**src/rtl/mandlebrot_pkg.sv**
```systemverilog
// Shared types and byte constants for the Mandelbrot ASCII scan-out path.
package mandlebrot_pkg;

    typedef enum logic [2:0] {
        IDLE,
        FETCH,
        LATCH,
        SEND,
        EOL,
        DONE
    } state_t;

    localparam logic [7:0] SH_0       = 8'h20;  // ' '
    localparam logic [7:0] SH_1       = 8'h2E;  // '.'
    localparam logic [7:0] SH_2       = 8'h3A;  // ':'
    localparam logic [7:0] SH_3       = 8'h2B;  // '+'
    localparam logic [7:0] SH_4       = 8'h23;  // '#'
    localparam logic [7:0] NL_DEFAULT = 8'h0A;

endpackage

```
**src/rtl/mandlebrot_ascii_scanout_ascii_shade.sv**
```systemverilog
// Maps a full-width iteration count to its ASCII shade byte; purely combinational.
module ascii_shade
    import mandlebrot_pkg::*;
#(
    parameter int DATA_WIDTH = 8
) (
    input  logic [DATA_WIDTH-1:0] i_q,
    output logic [7:0]            o_byte
);

    // Compare against the whole count so large values never alias onto low shades.
    always_comb begin
        if (i_q == DATA_WIDTH'(0))
            o_byte = SH_0;
        else if (i_q == DATA_WIDTH'(1))
            o_byte = SH_1;
        else if (i_q == DATA_WIDTH'(2))
            o_byte = SH_2;
        else if (i_q == DATA_WIDTH'(3))
            o_byte = SH_3;
        else
            o_byte = SH_4;
    end

endmodule

```
**src/rtl/mandlebrot_ascii_scanout.sv**
```systemverilog
// Sweeps the iteration framebuffer once per start and streams it as ASCII text,
// one byte per pixel with a NEWLINE after every LINE_LEN pixels.
module mandlebrot_ascii_scanout
    import mandlebrot_pkg::*;
#(
    parameter int         DATA_WIDTH = 8,
    parameter int         ADDR_WIDTH = 9,
    parameter int         LINE_LEN   = 32,
    parameter logic [7:0] NEWLINE    = NL_DEFAULT
) (
    input  logic                  clk,
    input  logic                  rst,
    input  logic                  start,
    output logic [ADDR_WIDTH-1:0] raddr,
    input  logic [DATA_WIDTH-1:0] q,
    output logic [7:0]            m_data,
    output logic                  m_valid,
    input  logic                  m_ready,
    output logic                  busy,
    output logic                  frame_done
);

    localparam int                    LINE_W    = (LINE_LEN > 1) ? $clog2(LINE_LEN) : 1;
    localparam logic [LINE_W-1:0]     LAST_LINE = LINE_W'(LINE_LEN - 1);
    localparam logic [ADDR_WIDTH-1:0] LAST_ADDR = '1;

    state_t                r_state, w_state_nxt;
    logic [ADDR_WIDTH-1:0] r_raddr, w_raddr_nxt;
    logic [LINE_W-1:0]     r_line,  w_line_nxt;
    logic [7:0]            r_data,  w_data_nxt;
    logic                  r_valid, w_valid_nxt;
    logic                  r_busy,  w_busy_nxt;
    logic [7:0]            w_shade;
    logic                  w_xfer;

    ascii_shade #(
        .DATA_WIDTH(DATA_WIDTH)
    ) u_shade (
        .i_q   (q),
        .o_byte(w_shade)
    );

    assign w_xfer = r_valid & m_ready;

    // NOTE: every output of this block is assigned its hold value first, so no path
    // leaves a signal unassigned and no latch is inferred.
    always_comb begin
        w_state_nxt = r_state;
        w_raddr_nxt = r_raddr;
        w_line_nxt  = r_line;
        w_data_nxt  = r_data;
        w_valid_nxt = r_valid;
        w_busy_nxt  = r_busy;
        case (r_state)
            IDLE: begin
                if (start) begin
                    w_state_nxt = FETCH;
                    w_busy_nxt  = 1'b1;
                    w_raddr_nxt = '0;
                    w_line_nxt  = '0;
                end
            end
            FETCH: w_state_nxt = LATCH;
            LATCH: begin
                w_data_nxt  = w_shade;
                w_valid_nxt = 1'b1;
                w_state_nxt = SEND;
            end
            SEND: begin
                if (w_xfer) begin
                    if (r_line == LAST_LINE) begin
                        // Newline is loaded straight away so it costs one cycle, not three.
                        w_data_nxt  = NEWLINE;
                        w_valid_nxt = 1'b1;
                        w_state_nxt = EOL;
                    end else begin
                        w_valid_nxt = 1'b0;
                        w_raddr_nxt = r_raddr + ADDR_WIDTH'(1);
                        w_line_nxt  = r_line + LINE_W'(1);
                        w_state_nxt = FETCH;
                    end
                end
            end
            EOL: begin
                if (w_xfer) begin
                    w_valid_nxt = 1'b0;
                    if (r_raddr == LAST_ADDR) begin
                        w_state_nxt = DONE;
                    end else begin
                        w_raddr_nxt = r_raddr + ADDR_WIDTH'(1);
                        w_line_nxt  = '0;
                        w_state_nxt = FETCH;
                    end
                end
            end
            DONE: begin
                w_busy_nxt  = 1'b0;
                w_raddr_nxt = '0;
                w_line_nxt  = '0;
                w_valid_nxt = 1'b0;
                w_state_nxt = IDLE;
            end
            default: w_state_nxt = IDLE;
        endcase
    end

    // NOTE: sequential state uses non-blocking assignments so every register samples
    // pre-edge values regardless of process ordering.
    always_ff @(posedge clk or posedge rst) begin
        if (rst)
            r_state <= IDLE;
        else
            r_state <= w_state_nxt;
    end

    always_ff @(posedge clk or posedge rst) begin
        if (rst) begin
            r_raddr <= '0;
            r_line  <= '0;
            r_data  <= '0;
            r_valid <= 1'b0;
            r_busy  <= 1'b0;
        end else begin
            r_raddr <= w_raddr_nxt;
            r_line  <= w_line_nxt;
            r_data  <= w_data_nxt;
            r_valid <= w_valid_nxt;
            r_busy  <= w_busy_nxt;
        end
    end

    assign raddr      = r_raddr;
    assign m_data     = r_data;
    assign m_valid    = r_valid;
    assign busy       = r_busy;
    assign frame_done = (r_state == DONE);

endmodule
```
**config.mk**
```make
export PLATFORM = sky130hd
export DESIGN_NAME = mandlebrot_ascii_scanout
export DESIGN_NICKNAME = d
export VERILOG_FILES = /design/src/rtl/mandlebrot_pkg.sv /design/src/rtl/mandlebrot_ascii_scanout_ascii_shade.sv /design/src/rtl/mandlebrot_ascii_scanout.sv
export SDC_FILE = /design/constraint.sdc
export NUM_CORES = 1
export LEC_CHECK = 0
export ABC_AREA = 1
export ABC_CLOCK_PERIOD_IN_PS = 2000
export BUFFER_PORTS_ARGS = -buffer_cell sky130_fd_sc_hd__buf_2
export CAP_MARGIN = 20
export CORE_ASPECT_RATIO = 1.2
export CORE_MARGIN = 5
export CORE_UTILIZATION = 30
export CTS_CLUSTER_SIZE = 30
export DETAILED_ROUTE_END_ITERATION = 6
export GPL_TIMING_DRIVEN = 0
export PLACE_DENSITY = 0.5
export SYNTH_ARGS = -nofsm -noshare
export SYNTH_HDL_FRONTEND = slang
export SYNTH_SLANG_ARGS = --single-unit
```
**constraint.sdc**
```tcl
create_clock -name clk -period 2 [get_ports clk]
set_input_delay 0.4 -clock clk [delete_from_list [all_inputs] [get_ports clk]]
set_output_delay 0.4 -clock clk [all_outputs]
set_load 0.1 [all_outputs]
```
Word-level counts from Yosys, hierarchy flattened
Cells that the tools add are included.
{"block": "classes", "n_addsub": 2, "n_eq_ne": 16, "mux": 31, "bitwise_logic": 1, "reduce_logical": 11}
{"op": "$mux 9", "count": 5}
{"op": "$mux 8", "count": 5}
{"op": "$pmux 9 s4", "count": 1}
{"op": "$mux 5", "count": 5}
{"op": "$pmux 5 s4", "count": 1}
{"op": "$eq 8x2->1 const B", "count": 2}
{"op": "$pmux 8 s2", "count": 1}
{"op": "$mux 3", "count": 5}
{"op": "$pmux 3 s5", "count": 1}
{"op": "$ne 2x2->1 const B", "count": 6}
{"op": "$add 9x1->9 const B", "count": 1}
{"op": "$eq 9x9->1 const B", "count": 1}
{"op": "$reduce_and 3->1", "count": 3}
{"op": "$eq 8x1->1 const B", "count": 1}
{"op": "$logic_not 8->1", "count": 1}
{"op": "$reduce_bool 4->1", "count": 2}
{"op": "$eq 3x2->1 const B", "count": 2}
{"op": "$eq 3x3->1 const B", "count": 2}
{"op": "$reduce_and 6->1", "count": 1}
{"op": "$add 5x1->5 const B", "count": 1}
{"op": "$eq 5x5->1 const B", "count": 1}
{"op": "$mux 1", "count": 4}
{"op": "$mux 4", "count": 1}
{"op": "$pmux 1 s4", "count": 1}
{"op": "other kinds (6)", "count": 7}
{"block": "totals", "register_bits": 27, "input_bits": 12}

Depth between registers and ports, before layout
Gate-level depths: netlist of the first run.
{"block": "depth", "ltp_word": 6, "depth_mapped": 15}

Cells and area by module
Synthesis of the first run repeated with hierarchy kept, for this count alone.
{"block": "hier_totals", "cells_unflattened": 223, "hier_area_um2": 1647.8}
{"module": "mandlebrot_ascii_scanout", "instances": 1, "cells_per_inst": 202, "area_per_inst_um2": 1539.0}
{"module": "ascii_shade", "instances": 1, "cells_per_inst": 21, "area_per_inst_um2": 108.9}

Worst setup path before layout of the first run
Ideal clock, no wire load.
{"block": "synth_path", "kind": "register to register", "startpoint": "reg r_raddr[0] (netlist: raddr[0])", "endpoint": "reg r_raddr[0] (netlist: raddr[0])", "setup_time_ns": 0.067, "arrival_ns": 2.552, "path_slack_ns": -0.619, "stages_incl_launch_ff": 16, "path_cell_list": "dfrtp_1 -> ha_1 -> nand2_1 -> nor2_1 -> nand3_1 -> nor2_1 -> ha_1 -> nand2_1 -> inv_1 -> nand2_1 -> nand2_1 -> inv_1 -> nand4_4 -> buf_6 -> nand2_1 -> nand2_1"}
{"block": "synth_between", "elab_chain_len": 4, "word_cells_on_any_way": 9}
{"item": "start, declared", "line_no": "mandlebrot_ascii_scanout.sv:28", "rtl": "logic [ADDR_WIDTH-1:0] r_raddr, w_raddr_nxt;"}
{"item": "start signal, assigned", "line_no": "mandlebrot_ascii_scanout.sv:124", "rtl": "r_raddr <= w_raddr_nxt;"}
{"item": "$add 9x1->9", "line_no": "mandlebrot_ascii_scanout.sv:78, mandlebrot_ascii_scanout.sv:90"}
{"item": "$mux 9 (on tied branches)", "line_no": "mandlebrot_ascii_scanout.sv:87, mandlebrot_ascii_scanout.sv:71"}
{"item": "$mux 9 (on tied branches)", "line_no": "mandlebrot_ascii_scanout.sv:85, mandlebrot_ascii_scanout.sv:70"}
{"item": "$pmux 9 s4", "line_no": "mandlebrot_ascii_scanout.sv:54", "rtl": "case (r_state)"}
Parallel ways exist; a longest one is shown, timed or not. The select of a mux whose other input is x is not followed.
A chain may end at the register's enable or synchronous reset.

Final worst setup path of the first run
{"block": "layout_path", "startpoint": "reg r_raddr[1] (netlist: raddr[1])", "endpoint": "reg r_raddr[5] (netlist: raddr[5])"}
The elaborated chain is that of the path after synthesis.

==> impl_metrics.csv, run 1 <==
group,metric,value,unit
synth,yosys_warnings,0,
cells_and_area,diodes,0,
timing,worst_slack,0.1314,ns
synth,ys_ff_latch,25,
global_routing,grt_pass1_wl,5982,um
global_routing,grt_max_degree,26,
timing,final_max_slew_viol_count,0,
power_and_ir_drop,cellPowerDensity,1282,mW/mm2
route,vias,1391,
global_routing,first_global_vias,1349,
timing,fin_worst_skew,0.003627,ns
setup_path,setup.worst_path.class,"reg -> reg",
synth,yosysUniqueCellTypes,24,
floorplan,die_x,74.56,um
floorplan,die_h,87.47,um
setup_path,reg2reg_slack,0.13,ns
floorplan,dieArea,0.006521,mm2
synth,synthesis.area,0.001500,mm2
timing,post-route-min-period,1.869,ns
cells_and_area,fin_area,0.001906,mm2
power_and_ir_drop,vdd_drop_max,0.5377,mV
cells_and_area,final_nets,263,
cells_and_area,syn_to_final_growth,27.02,%
floorplan,pin_count,32,
timing,fmax,0.5352,GHz
cells_and_area,drive_gt1_frac,0.2886,
clock_network,cts_sinks,25,
synth,synth-seq-area-share,0.4170,
min_path,hold_class,"in -> async",
power_and_ir_drop,p_leak,0.9976,nW
setup_path,end_kind,"flop",
cells_and_area,n_fill_cell,534,
timing,setup_viol,0,
clock_network,cts_tree,"done",
clock_network,cts_root_buf,"clkbuf_8",
placed_design,placed_cell_area,0.001772,mm2
synth,synth-main-ff-cell,"dfrtp_1",
setup_path,r2r_end,"raddr[5]",
placed_design,dpl_worst_slack,0.07136,ns
floorplan,initial_utilization,0.3059,
placed_design,io_buffer_count,29,
placed_design,place_congestion,0.7535,
status,status,"complete, no violations",
route,wl,3547,um
synth,synthArstFlopShare,1.000,
synth,avgSynthCellArea,7.247,um2
route,drt_iter0_drc,45,
setup_path,r2r-start,"raddr[1]",
setup_path,cp.required,2.17,ns
setup_path,cp_max_fo,5,
placed_design,dp_hpwl,2572,um
route,dr.pass1.iters,4,
job,maxCapViolations,0,
global_routing,gr-total-overflow,0,
setup_path,cp-startpoint,"raddr[1]",
clock_network,path_clk_slew,0.09,ns
synth,synth_edf_count,0,
timing,rsz0062_at_grt,"true",
cells_and_area,final_common_cell,"nand2_1",
clock_network,cts_made_buffers,3,
synth,synthCells,207,
timing,final.period_utilization,0.9343,
setup_path,reg2reg_depth,15,
route,viasPerCell,4.546,
timing,final_hold_viol_count,0,
timing,holdWs,0.1203,ns
floorplan,rows,28,
global_routing,antenna_found_initial,0,
cells_and_area,layout_common_cells,"60 x nand2_1, 29 x buf_2, 24 x nor2_1, 23 x nand3_1, 22 x inv_1",
global_routing,grt_util_all_layers,0.1171,
setup_path,start_kind,"flop",
route,drtAntennaViolNets,0,
clock_network,htreeDepth,1,
clock_network,clkLatencyLatePin,0.27,ns
route,wl_per_cell,11.59,um
clock_network,clockBufferDepth,2,
clock_network,hold_buffers,0,
route,drcViolationCount,0,
setup_path,crit_arrival,2.03,ns
floorplan,design.core.area,0.004905,mm2
## report_power, final
part | internal (mW) | switching (mW) | total (mW)
sequential | 0.616 | 0.105 | 0.721
combinational | 0.398 | 1.02 | 1.41
clock | 0.142 | 0.165 | 0.308
total | 1.16 | 1.29 | 2.44
## kinds of logic after synthesis
logic type               count (synthesis)  synth area share
flip-flops                              25            0.4170
other                                    1          0.002500
XOR/XNOR                                 3           0.01752
AO/OA/AOI/OAI                           16           0.05504
buffers and inverters                   31           0.09341
AND/OR/NAND/NOR                        127            0.3812
adder cells (fa/ha/maj)                  4           0.03336
## worst max-delay path, cell delays in order (launching register included)
cell and delay, ns:
dfrtp_4 0.52, ha_4 0.18, nand2_4 0.07, nor2_4 0.04, nand3_2 0.07, nor2_1 0.04, ha_2 0.15, nand2_1 0.05
inv_1 0.05, nand2_2 0.05, nand2_2 0.07, inv_2 0.08, nand4_4 0.11, buf_4 0.17, nand2_1 0.05, nand2_1 0.05
## how the worst max path moves through the flow
stage / endpoint / slack (ns) / depth (start not counted)
after detailed placement: r_line[3] / 0.07 / 15
after floorplan: raddr[8] / -0.04 / 15
after global routing: raddr[1] / -0.004 / 15
after CTS: frame_done / 0.05 / 4
after global placement: raddr[2] / 0.07 / 15
final: raddr[5] / 0.13 / 15
## repair_timing
| action | 4_1_cts | 5_1_grt |
|---|---|---|
| gates resized for setup | 0 | 10 |
| buffers inserted | 0 | 3 |
| endpoints found under the setup margin | 0 | 11 |
## sequential cells by signal, indices dropped and copies added, names as in the netlist
name / count
raddr: 9
r_state: 3
r_line: 5
busy: 1
m_data: 6
m_valid: 1
## routing by layer
metal	GRT usage	share of wire	up-vias
met5	0	0	-
met4	0.02913	0.0076	0
met3	0.01732	0.036	2
met2	0.1982	0.48	22
met1	0.1546	0.48	637
li1	-	-	730
## area by class of cell
| cell class | instances | area (um2) | share of cell area |
|---|---|---|---|
| plain buffers | 6 | 50.05 | 0.02626 |
| clock buffers | 4 | 45.04 | 0.02364 |
| inverters | 25 | 93.84 | 0.04924 |
| multi-input cells | 152 | 788.3 | 0.4137 |
| flip-flops and latches | 25 | 644.4 | 0.3381 |
| well taps | 60 | 75.07 | 0.03940 |
| repair buffers | 34 | 209.0 | 0.1097 |
## through the flow
| step | utilization | total power [mW] | setup TNS [ns] | std cells |
|---|---|---|---|---|
| after global placement | 0.3612 | 2.057 | 0 | 297 |
| final | 0.3885 | 2.443 | 0 | 306 |
| after detailed placement | 0.3612 | 2.060 | 0 | 297 |
| after global routing | 0.3885 | 2.641 | -0.006506 | 306 |
| after CTS | 0.3704 | 2.379 | 0 | 301 |
| after floorplan | - | 1.791 | -0.1350 | 208 |
## cell usage after synthesis, drive strengths merged, types with 2 or more instances
cell / count / share of area
a21oi: 3 / 0.010
buf: 6 / 0.031
dfrtp: 25 / 0.42
ha: 4 / 0.033
inv: 25 / 0.063
nand2: 66 / 0.17
nand3: 27 / 0.11
nand4: 3 / 0.023
nor2: 28 / 0.073
nor3: 2 / 0.010
o21ai: 12 / 0.040
xor2: 3 / 0.018
Note: power is estimated with default switching activity, not from simulation.
==> run 2: changes to the inputs <==
--- a/config.mk
+++ b/config.mk
@@ -6,7 +6,7 @@
 export NUM_CORES = 1
 export LEC_CHECK = 0
 export ABC_AREA = 1
-export ABC_CLOCK_PERIOD_IN_PS = 2000
+export ABC_CLOCK_PERIOD_IN_PS = 1550
 export BUFFER_PORTS_ARGS = -buffer_cell sky130_fd_sc_hd__buf_2
 export CAP_MARGIN = 20
 export CORE_ASPECT_RATIO = 1.2
@@ -15,7 +15,7 @@
 export CTS_CLUSTER_SIZE = 30
 export DETAILED_ROUTE_END_ITERATION = 6
 export GPL_TIMING_DRIVEN = 0
-export PLACE_DENSITY = 0.5
+export PLACE_DENSITY = 0.52
 export SYNTH_ARGS = -nofsm -noshare
 export SYNTH_HDL_FRONTEND = slang
 export SYNTH_SLANG_ARGS = --single-unit
==> constraint.sdc (replaced) <==
create_clock -name clk -period 1.55 [get_ports clk]
set_input_delay 0.31 -clock clk [delete_from_list [all_inputs] [get_ports clk]]
set_output_delay 0.31 -clock clk [all_outputs]
set_load 0.1 [all_outputs]
==> run 2 against run 1 <==
  * The run now ends with negative setup slack left
  * Cell count grew 4.6%
  * Sequential share of layout area is 3.7 points lower
  * Core utilization up 5.0 points
  * Count of clock-buffer cells in the layout unchanged
  * Highest routed layer unchanged
==> impl_metrics.csv, run 2 (synthesized netlist as in run 1, its figures left out) <==
group,metric,value,unit
cells_and_area,final_nets,277,
route,viasPerCell,4.584,
clock_network,cts_root_buf,"clkbuf_8",
cells_and_area,largest_register_ffs,9,
route,dr.pass1.iters,4,
global_routing,grt_pass1_wl,6437,um
clock_network,cts_sinks,25,
floorplan,die_x,74.56,um
floorplan,pin_count,32,
route,wl,3684,um
timing,tns,-3.934,ns
placed_design,io_buffer_count,29,
route,drtAntennaViolNets,0,
status,violations,"negative setup slack",
setup_path,start_kind,"flop",
setup_path,crit_arrival,2.02,ns
setup_path,cp_max_fo,6,
timing,worst_slack,-0.2928,ns
timing,post-route-min-period,1.843,ns
clock_network,path_clk_slew,0.09,ns
job,maxCapViolations,0,
cells_and_area,seq_area,648.1,um2
timing,final.period_utilization,1.189,
cells_and_area,drive_gt1_frac,0.4269,
clock_network,hold_buffers,0,
clock_network,cts_made_buffers,3,
floorplan,design.core.area,0.004905,mm2
route,vias,1467,
global_routing,first_global_vias,1455,
clock_network,clkLatencyLatePin,0.28,ns
timing,fin_worst_skew,0.003699,ns
cells_and_area,final_common_cell,"nand2_1",
setup_path,r2r-start,"raddr[1]",
setup_path,crit_end,"raddr[4]",
floorplan,rows,28,
setup_path,end_kind,"flop",
status,status,"finished with violations",
timing,fmax,0.5426,GHz
cells_and_area,syn_to_final_growth,43.45,%
cells_and_area,multi_input_area,873.3,um2
route,drt_iter0_drc,34,
setup_path,r2r_end,"raddr[4]",
floorplan,initial_utilization,0.3059,
cells_and_area,diodes,0,
clock_network,htreeDepth,1,
floorplan,dieArea,0.006521,mm2
floorplan,die_h,87.47,um
power_and_ir_drop,vdd_drop_max,0.8986,mV
global_routing,gr-total-overflow,0,
route,wl_per_cell,11.51,um
setup_path,cp-startpoint,"raddr[1]",
power_and_ir_drop,p_leak,1.090,nW
clock_network,clockBufferDepth,2,
global_routing,antenna_found_initial,0,
power_and_ir_drop,cellPowerDensity,1627,mW/mm2
cells_and_area,n_fill_cell,500,
cells_and_area,final_core_util,0.4388,
power_and_ir_drop,fin_total_pwr,3.502,mW
setup_path,cp_slowest_cell,"dfrtp_4",
setup_path,cp.required,1.73,ns
route,drcViolationCount,0,
placed_design,dp_hpwl,2541,um
setup_path,max_stage_delay,0.51,ns
timing,final_hold_viol_count,0,
cells_and_area,layout_common_cells,"47 x nand2_1, 26 x buf_2, 22 x nand3_1, 21 x nor2_1",
min_path,hold_class,"in -> async",
setup_path,cp_cell_sequence,"ha_4 -> nand2_4 -> nor2_4 -> nand3_2 -> nor2_2 -> ha_2 -> nand2_2 -> inv_2 -> nand2_2 -> nand2_4 -> inv_4 -> nand4_4 -> buf_6 -> nand2_1 -> nand2_1",
placed_design,place_congestion,0.7652,
setup_path,setup.worst_path.class,"reg -> reg",
timing,setup_viol,16,
global_routing,grt_util_all_layers,0.1242,
timing,final_max_slew_viol_count,0,
setup_path,reg2reg_slack,-0.29,ns
timing,rsz0062_at_grt,"true",
setup_path,reg2reg_depth,15,
global_routing,grt_max_degree,26,
clock_network,cts_tree,"done",
## run 2: changes by cell type in the layout (fill, tap and decap cells not counted), sizes merged
| cell | delta |
|---|---|
| buf | +15 |
| clkbuf | -1 |
## run 2: layout make-up
class | count | area share
plain buffers | 6 | 0.02442
clock buffers | 4 | 0.02093
inverters | 25 | 0.04942
multi-input cells | 152 | 0.4058
flip-flops and latches | 25 | 0.3012
well taps | 60 | 0.03488
repair buffers | 48 | 0.1634
## run 2: power breakdown
| group | total [mW] | switching, mW | internal (mW) |
|---|---|---|---|
| registers | 0.915 | 0.115 | 0.800 |
| logic | 2.18 | 1.46 | 0.719 |
| clock network | 0.406 | 0.221 | 0.185 |
## run 2: how the worst min path moves through the flow
stage,startpoint,to,slack (ns),depth (start not counted)
finish,rst,raddr[3],0.03,2
global route,rst,r_line[2],0.07,2
CTS,q[0],m_data[4],0.25,2
detailed placement,m_data[5],m_data[5],0.46,2
global placement,r_line[4],r_line[4],0.47,2
floorplan,rst,busy,0.34,1
## run 2: metal layers
metal / GRT usage / part of all wire / vias to the layer above
li1: - / - / 762
met1: 0.1624 / 0.46 / 669
met2: 0.2086 / 0.49 / 32
met3: 0.01732 / 0.037 / 4
met4: 0.03883 / 0.012 / 0
met5: 0 / 0 / -
## run 2: through the flow
| step | setup WS [ns] | hold WS, ns | cells | instance area (um2) |
|---|---|---|---|---|
| after global routing | -0.4192 | 0.06893 | 320 | 2152 |
| after CTS | -0.3255 | 0.2497 | 312 | 1954 |
| after detailed placement | -0.3861 | 0.4585 | 297 | 1778 |
| after floorplan | -0.4966 | 0.3371 | 208 | 1558 |
| after global placement | -0.3837 | 0.4663 | 297 | 1778 |
| final | -0.2928 | 0.03036 | 320 | 2152 |
## run 2: worst max-delay path: cells and delay by family, from the launching register on
family / cells / cell delay (ns)
and+or+nand+nor: 10 / 0.63
DFF: 1 / 0.51
adders and majority gates: 2 / 0.34
buffers and inverters: 3 / 0.27
## run 2: timing repair
item	in CTS	in global routing
setup endpoints to repair	19	23
setup buffers	10	8
pin swaps	6	10
resized for setup	17	40
gates cloned	1	0
